## src/rtl/pipeline_stall_ctrl_pkg.sv

```systemverilog
`default_nettype none
// ============================================================================
//  Module   : pipeline_stall_ctrl_pkg
//  Purpose  : Shared pipeline timing constants: Tuse/Tnew encodings for each
//             instruction class and default multiply/divide latencies. The
//             same constants feed the decoder, the forwarding mux selects and
//             the hazard/stall sequencer.
//  Revision : 1.0 - initial release
// ============================================================================
package pipeline_stall_ctrl_pkg;

  typedef logic [4:0] reg_idx_t;  // architectural register number
  typedef logic [1:0] timing_t;   // Tuse / Tnew cycle count

  // Tuse: cycles from D until the operand is consumed.
  localparam timing_t TUSE_BRANCH = 2'd0;  // compared in D
  localparam timing_t TUSE_ALU    = 2'd1;  // consumed by the ALU in E
  localparam timing_t TUSE_STORE  = 2'd2;  // store data consumed in M
  localparam timing_t TUSE_NONE   = 2'd3;  // operand not read

  // Tnew: cycles until a stage's result can be forwarded.
  localparam timing_t TNEW_READY  = 2'd0;  // result already available
  localparam timing_t TNEW_ALU_E  = 2'd1;  // ALU result while still in E
  localparam timing_t TNEW_LOAD_E = 2'd2;  // load result while still in E

  // Default multi-cycle unit occupancy.
  localparam int MULT_LAT_DEF = 5;
  localparam int DIV_LAT_DEF  = 10;
  localparam int CNT_W_DEF    = 4;

endpackage : pipeline_stall_ctrl_pkg
`default_nettype wire

```

## src/rtl/pipeline_stall_ctrl_md_busy_timer.sv

```systemverilog
`default_nettype none
// ============================================================================
//  Module   : pipeline_stall_ctrl_md_busy_timer
//  Purpose  : Busy countdown of the multiply/divide unit. A start while idle
//             loads the operation latency; the count then decrements to zero.
//             A start while busy is ignored.
//  Ports    : clk    - clock, rising edge
//             reset  - asynchronous, active-high; clears the count at once
//             start  - mult/div issued this cycle
//             is_div - qualifies start: 1 = divide, 0 = multiply
//             busy   - count nonzero
//  Revision : 1.0 - initial release
// ============================================================================
module pipeline_stall_ctrl_md_busy_timer
  import pipeline_stall_ctrl_pkg::*;
#(
  parameter int MULT_LAT = MULT_LAT_DEF,
  parameter int DIV_LAT  = DIV_LAT_DEF,
  parameter int CNT_W    = CNT_W_DEF
) (
  input  logic clk,
  input  logic reset,
  input  logic start,
  input  logic is_div,
  output logic busy
);

  localparam logic [CNT_W-1:0] C_MULT_LOAD = CNT_W'(MULT_LAT);
  localparam logic [CNT_W-1:0] C_DIV_LOAD  = CNT_W'(DIV_LAT);

  logic [CNT_W-1:0] r_count;
  logic             w_busy;

  assign w_busy = (r_count != '0);

  always_ff @(posedge clk or posedge reset) begin
    if (reset) begin
      r_count <= '0;
    end else if (start && !w_busy) begin
      r_count <= is_div ? C_DIV_LOAD : C_MULT_LOAD;
    end else if (w_busy) begin
      r_count <= r_count - {{(CNT_W-1){1'b0}}, 1'b1};
    end
  end

  assign busy = w_busy;

endmodule : pipeline_stall_ctrl_md_busy_timer
`default_nettype wire

```

## src/rtl/pipeline_stall_ctrl.sv

```systemverilog
`default_nettype none
// ============================================================================
//  Module   : pipeline_stall_ctrl
//  Purpose  : Hazard/stall sequencer for the 5-stage pipeline. Decides each
//             cycle whether the D-stage instruction may advance into E, drives
//             the PC / D-register write enables and the E-register bubble
//             clear, tracks MDU occupancy and counts stalled cycles.
//  Ports    : clk, reset            - clock / async active-high reset
//             d_rs, d_rt            - D-stage source registers
//             d_tuse_rs, d_tuse_rt  - Tuse per source (3 = not used)
//             d_is_md               - D instruction touches the MDU
//             e_wa, e_tnew          - E-stage destination and Tnew
//             m_wa, m_tnew          - M-stage destination and Tnew
//             md_start, md_is_div   - E-stage MDU issue and its kind
//             stall                 - hazard present this cycle
//             pc_we, dreg_we        - write enables (= ~stall)
//             ereg_clr              - insert bubble into E (= stall)
//             md_busy               - MDU countdown nonzero
//             stall_cnt             - saturating count of stalled cycles
//  Revision : 1.0 - initial release
// ============================================================================
module pipeline_stall_ctrl
  import pipeline_stall_ctrl_pkg::*;
#(
  parameter int MULT_LAT = MULT_LAT_DEF,
  parameter int DIV_LAT  = DIV_LAT_DEF,
  parameter int CNT_W    = CNT_W_DEF
) (
  input  logic        clk,
  input  logic        reset,
  input  logic [4:0]  d_rs,
  input  logic [4:0]  d_rt,
  input  logic [1:0]  d_tuse_rs,
  input  logic [1:0]  d_tuse_rt,
  input  logic        d_is_md,
  input  logic [4:0]  e_wa,
  input  logic [1:0]  e_tnew,
  input  logic [4:0]  m_wa,
  input  logic [1:0]  m_tnew,
  input  logic        md_start,
  input  logic        md_is_div,
  output logic        stall,
  output logic        pc_we,
  output logic        dreg_we,
  output logic        ereg_clr,
  output logic        md_busy,
  output logic [31:0] stall_cnt
);

  logic        w_md_busy;
  logic        w_rs_hazard;
  logic        w_rt_hazard;
  logic        w_md_hazard;
  logic        w_stall;
  logic [31:0] r_stall_cnt;

  // A producer only forces a stall when its result arrives strictly later
  // than the consumer needs it; equal timing is covered by forwarding.
  // Register 0 is hard-wired and never creates a dependency. A Tuse of 3
  // can never be below a 2-bit Tnew, so unused operands never stall.
  assign w_rs_hazard = ((d_rs != 5'd0) && (d_rs == e_wa) && (d_tuse_rs < e_tnew)) ||
                       ((d_rs != 5'd0) && (d_rs == m_wa) && (d_tuse_rs < m_tnew));
  assign w_rt_hazard = ((d_rt != 5'd0) && (d_rt == e_wa) && (d_tuse_rt < e_tnew)) ||
                       ((d_rt != 5'd0) && (d_rt == m_wa) && (d_tuse_rt < m_tnew));

  // md_start is included so an MDU access directly behind the issuing
  // mult/div is held before the busy flag has had a chance to rise.
  assign w_md_hazard = d_is_md && (w_md_busy || md_start);

  assign w_stall = w_rs_hazard || w_rt_hazard || w_md_hazard;

  pipeline_stall_ctrl_md_busy_timer #(
    .MULT_LAT (MULT_LAT),
    .DIV_LAT  (DIV_LAT),
    .CNT_W    (CNT_W)
  ) u_md_busy_timer (
    .clk    (clk),
    .reset  (reset),
    .start  (md_start),
    .is_div (md_is_div),
    .busy   (w_md_busy)
  );

  always_ff @(posedge clk or posedge reset) begin
    if (reset) begin
      r_stall_cnt <= 32'd0;
    end else if (w_stall && (r_stall_cnt != 32'hFFFF_FFFF)) begin
      r_stall_cnt <= r_stall_cnt + 32'd1;
    end
  end

  assign stall     = w_stall;
  assign pc_we     = ~w_stall;
  assign dreg_we   = ~w_stall;
  assign ereg_clr  = w_stall;
  assign md_busy   = w_md_busy;
  assign stall_cnt = r_stall_cnt;

endmodule : pipeline_stall_ctrl
`default_nettype wire

```

## config.mk

```make
export PLATFORM = sky130hd
export DESIGN_NAME = pipeline_stall_ctrl
export DESIGN_NICKNAME = d
export VERILOG_FILES = /design/src/rtl/pipeline_stall_ctrl_pkg.sv /design/src/rtl/pipeline_stall_ctrl_md_busy_timer.sv /design/src/rtl/pipeline_stall_ctrl.sv
export SDC_FILE = /design/constraint.sdc
export NUM_CORES = 1
export LEC_CHECK = 0
export ABC_AREA = 1
export CAP_MARGIN = 0
export CORE_MARGIN = 2
export CORE_UTILIZATION = 30
export DETAILED_ROUTE_END_ITERATION = 12
export PLACE_DENSITY = 0.58
export SYNTH_ARGS = -nofsm -noshare
export SYNTH_HDL_FRONTEND = slang
export SYNTH_SLANG_ARGS = --single-unit
```

## constraint.sdc

```tcl
create_clock -name clk -period 1.6 [get_ports clk]
set_input_delay 0.24 -clock clk [delete_from_list [all_inputs] [get_ports clk]]
set_output_delay 0.24 -clock clk [all_outputs]
set_load 0.005 [all_outputs]
```

==> results.json <==
{
  "final_layout_size_suffix_gt1_share_pct": 22.6,
  "boundaryPins": 70,
  "grt_pass1_wl_um": 15000,
  "total_power_mw": 3.31,
  "ys_ff_latch": 36,
  "worstSkewPairLatency_ns": 0.30,
  "yosys.cell_count.top_type": "sky130_fd_sc_hd__nand2_1",
  "drt_first_pass_iters": 4,
  "antenna_cells_inserted": 0,
  "slew_violations": 0,
  "num-nets-final": 642,
  "dr_wl_met2_um": 4010,
  "floorplan.rows": 35,
  "routabilityCongestion": 0.927,
  "cts_inserted_buffers": 5,
  "grt_setup_unrepaired": "yes",
  "routed_wirelength_um": 9150,
  "tritoncts": "yes",
  "drc_errors": 0,
  "post_cts_hold_buffer_count": 0,
  "r2r-end": "stall_cnt[2]",
  "syn_nets": 491,
  "synth_xor_xnor_area_share_pct": 8.80,
  "yosys-mux-area-fraction_pct": 0,
  "yosysTopAreaCellShare_pct": 31.2,
  "timing.reg2reg.worst_path_depth": 12,
  "dr.first_iter.drc_count": 200,
  "share_of_synthesized_registers_carrying_an_async_set_or_reset_pct": 100,
  "max-cap-violations": 0,
  "post_synth_most_frequent_cells": "sky130_fd_sc_hd__nand2_1, sky130_fd_sc_hd__inv_1, sky130_fd_sc_hd__nand3_1",
  "cp_data_required_time_ns": 1.84,
  "grt_start_max_net_pins": 37,
  "io_buffer_count": 69,
  "worst_ep_arrival_time_ns": 2.03,
  "power_leakage_nw": 2.45,
  "sequential_fraction_of_the_synthesis_area_pct": 31.2,
  "failed_checks": "setup timing",
  "routed_length_on_met1_um": 4650,
  "place_hpwl_um": 7260,
  "drt-wirelength-per-cell_um": 12.5,
  "layout.cells.non_filler": 732,
  "met3_wirelength_um": 376,
  "synthTopCellsByArea": "sky130_fd_sc_hd__dfrtp_1, sky130_fd_sc_hd__nand2_1, sky130_fd_sc_hd__nand3_1",
  "fin_ws_ns": -0.191,
  "worst_slew_pin_slew_ns": 0.503,
  "cts.htree.levels": 2,
  "vias_cell": 4.51,
  "edff_count_synth": 0,
  "worstSetupPathType": "register to register",
  "routed.top_layer": "met4",
  "antenna_violations_before_repair": 0,
  "netlist_area_pre_place_um2": 2890,
  "cts.sinks": 36,
  "worst_hold_path_class": "input pin to asynchronous set/reset pin",
  "synthesis.area_per_instance_um2": 6.40,
  "dieArea_um2": 10400,
  "vias_in_the_first_global_route": 3136,
  "core_footprint_um2": 9280,
  "relSlewSlack_pct": 66.2,
  "synth_simple_gate_area_share_pct": 43.9,
  "detailroute.via_count": 3301,
  "clock_slew_seen_by_the_registers_of_the_worst_setup_and_hold_paths_ns": 0.08,
  "final-hold-violation-count": 0,
  "reg2reg_slack_ns": -0.19,
  "timing.final.setup_violations": 36,
  "pwr_density_cell_nw_per_um2": 727,
  "ys.flop_type": "sky130_fd_sc_hd__dfrtp_1",
  "floorplan.initialDensity_pct": 31.1,
  "areaGrowthSynthToFinish_pct": 57.9,
  "die_x_um": 102,
  "global_route.overflow_total": 0,
  "fp.dieH_um": 102,
  "yosys.area_share.adder_pct": 3.04,
  "vdd_drop_max_uv": 336,
  "min_period_over_period_pct": 112,
  "synth.largest_area_cell": "sky130_fd_sc_hd__dfrtp_1",
  "synthDistinctLibCells": 28,
  "clock_skew_ns": 0.00982,
  "num-fill-cells": 978,
  "cts_root_buffer": "sky130_fd_sc_hd__clkbuf_8",
  "final.min_clock_period_ns": 1.79,
  "max_clock_freq_mhz": 558,
  "fin_util_pct": 49.1,
  "yosysWarningCount": 0,
  "synth_top_family_by_area": "simple AND/OR/NAND/NOR gates",
  "route.antenna.remaining_nets": 0,
  "place_inst": 718,
  "critPathMaxFanout": 16,
  "run_status": "complete, but fails checks",
  "timing.critical_path.to_type": "register",
  "synth_cells": 451,
  "area_of_all_sequential_standard_cells_um2": 902,
  "timing.rr.start": "stall_cnt[0]",
  "synth_compound_gate_area_share_pct": 2.69,
  "worstSetupStartpointType": "register",
  "global_route_usage_over_all_layers_pct": 18.4,
  "clock_tree.buffer_depth": 2,
  "multiInputGateArea_um2": 1810
}
how the worst max path moves through the flow:
| stage | start | end | slack (ns) | cells past startpoint |
|---|---|---|---|---|
| 2_1_floorplan | stall_cnt[1] | stall_cnt[2] | -0.08 | 12 |
| 3_3_place_gp | d_rs[4] | ereg_clr | -0.73 | 10 |
| 3_5_place_dp | e_tnew[1] | dreg_we | -0.75 | 12 |
| 4_1_cts | stall_cnt[1] | stall_cnt[25] | -0.18 | 11 |
| 5_1_grt | stall_cnt[0] | stall_cnt[19] | -0.29 | 12 |
| 6_report | stall_cnt[0] | stall_cnt[2] | -0.19 | 12 |
layer usage:
| layer | GRT usage (%) | vias to the layer above |
|---|---|---|
| met1 | 26.3 | 1509 |
| met2 | 29.1 | 69 |
| met3 | 2.87 | 10 |
| met5 | 0 | - |
| li1 | - | 1713 |
| met4 | 4.72 | 0 |
worst max-delay path, stage by stage (launching register included):
cell and delay, ns:
sky130_fd_sc_hd__dfrtp_1 0.36, sky130_fd_sc_hd__ha_2 0.20, sky130_fd_sc_hd__nand3_2 0.09, sky130_fd_sc_hd__inv_2 0.09
sky130_fd_sc_hd__nand2_4 0.05, sky130_fd_sc_hd__inv_2 0.07, sky130_fd_sc_hd__nand2_4 0.05, sky130_fd_sc_hd__nor4_4 0.22
sky130_fd_sc_hd__nand2_4 0.16, sky130_fd_sc_hd__nand2_4 0.13, sky130_fd_sc_hd__clkbuf_16 0.18, sky130_fd_sc_hd__nand2_1 0.06
sky130_fd_sc_hd__nand2_1 0.05
metrics by stage:
step	setup TNS, ns	instance area [um2]	hold WS, ns	setup WS (ns)
3_5_place_dp	-25.25	4320	0.519	-0.753
5_1_grt	-9.56	4560	0.341	-0.294
4_1_cts	-5.42	4470	0.307	-0.178
2_1_floorplan	-2.46	2930	0.379	-0.0776
3_3_place_gp	-24.92	4320	0.495	-0.734
6_report	-5.63	4560	0.294	-0.191
placed cells by master, fill, tap and decap left out, types with 3 or more instances in the layout:
| master | count |
|---|---|
| sky130_fd_sc_hd__a21oi_1 | 4 |
| sky130_fd_sc_hd__buf_12 | 3 |
| sky130_fd_sc_hd__buf_2 | 3 |
| sky130_fd_sc_hd__buf_4 | 79 |
| sky130_fd_sc_hd__buf_6 | 7 |
| sky130_fd_sc_hd__clkbuf_8 | 6 |
| sky130_fd_sc_hd__clkdlybuf4s15_1 | 3 |
| sky130_fd_sc_hd__clkdlybuf4s50_1 | 33 |
| sky130_fd_sc_hd__dfrtp_1 | 35 |
| sky130_fd_sc_hd__dlygate4sd2_1 | 22 |
| sky130_fd_sc_hd__dlymetal6s2s_1 | 3 |
| sky130_fd_sc_hd__ha_1 | 3 |
| sky130_fd_sc_hd__ha_4 | 3 |
| sky130_fd_sc_hd__inv_1 | 47 |
| sky130_fd_sc_hd__inv_2 | 12 |
| sky130_fd_sc_hd__nand2_1 | 173 |
| sky130_fd_sc_hd__nand2_4 | 4 |
| sky130_fd_sc_hd__nand3_1 | 50 |
| sky130_fd_sc_hd__nand4_1 | 5 |
| sky130_fd_sc_hd__nor2_1 | 31 |
| sky130_fd_sc_hd__nor2_2 | 3 |
| sky130_fd_sc_hd__nor3_1 | 15 |
| sky130_fd_sc_hd__xnor2_1 | 7 |
| sky130_fd_sc_hd__xor2_1 | 22 |
report_power, final:
part	switching (mW)	total (mW)	internal [mW]	leakage [nW]
Clock	0.346	0.697	0.352	0.0455
Sequential	0.0869	1.12	1.04	0.487
Combinational	0.699	1.50	0.797	1.92
kinds of logic (layout without fill, tap and decap cells):
| group | after synthesis | count (layout) |
|---|---|---|
| simple gates | 295 | 295 |
| compound gates | 14 | 14 |
| xor+xnor | 29 | 29 |
| buf+inv | 70 | 222 |
| fa+ha+maj | 7 | 7 |
| flops | 36 | 36 |
state kept, by name, summed over array words and instances, names as in the netlist:
signal and count:
u_md_busy_timer.r_count 4, stall_cnt 32
final cells by class:
class	instances	share of cell area, %
multi-input cells	345	39.7
inverters	59	4.86
flip-flops and latches	36	19.8
well taps	129	3.54
clock buffers	8	1.98
repair buffers	155	30.1
timing repair:
action	4_1_cts	5_1_grt
gates resized for setup	82	13
buffers inserted	2	4
gates cloned	0	1
pin swaps	19	5
setup endpoints to repair	38	43
Note: power is estimated with default switching activity, not from simulation.
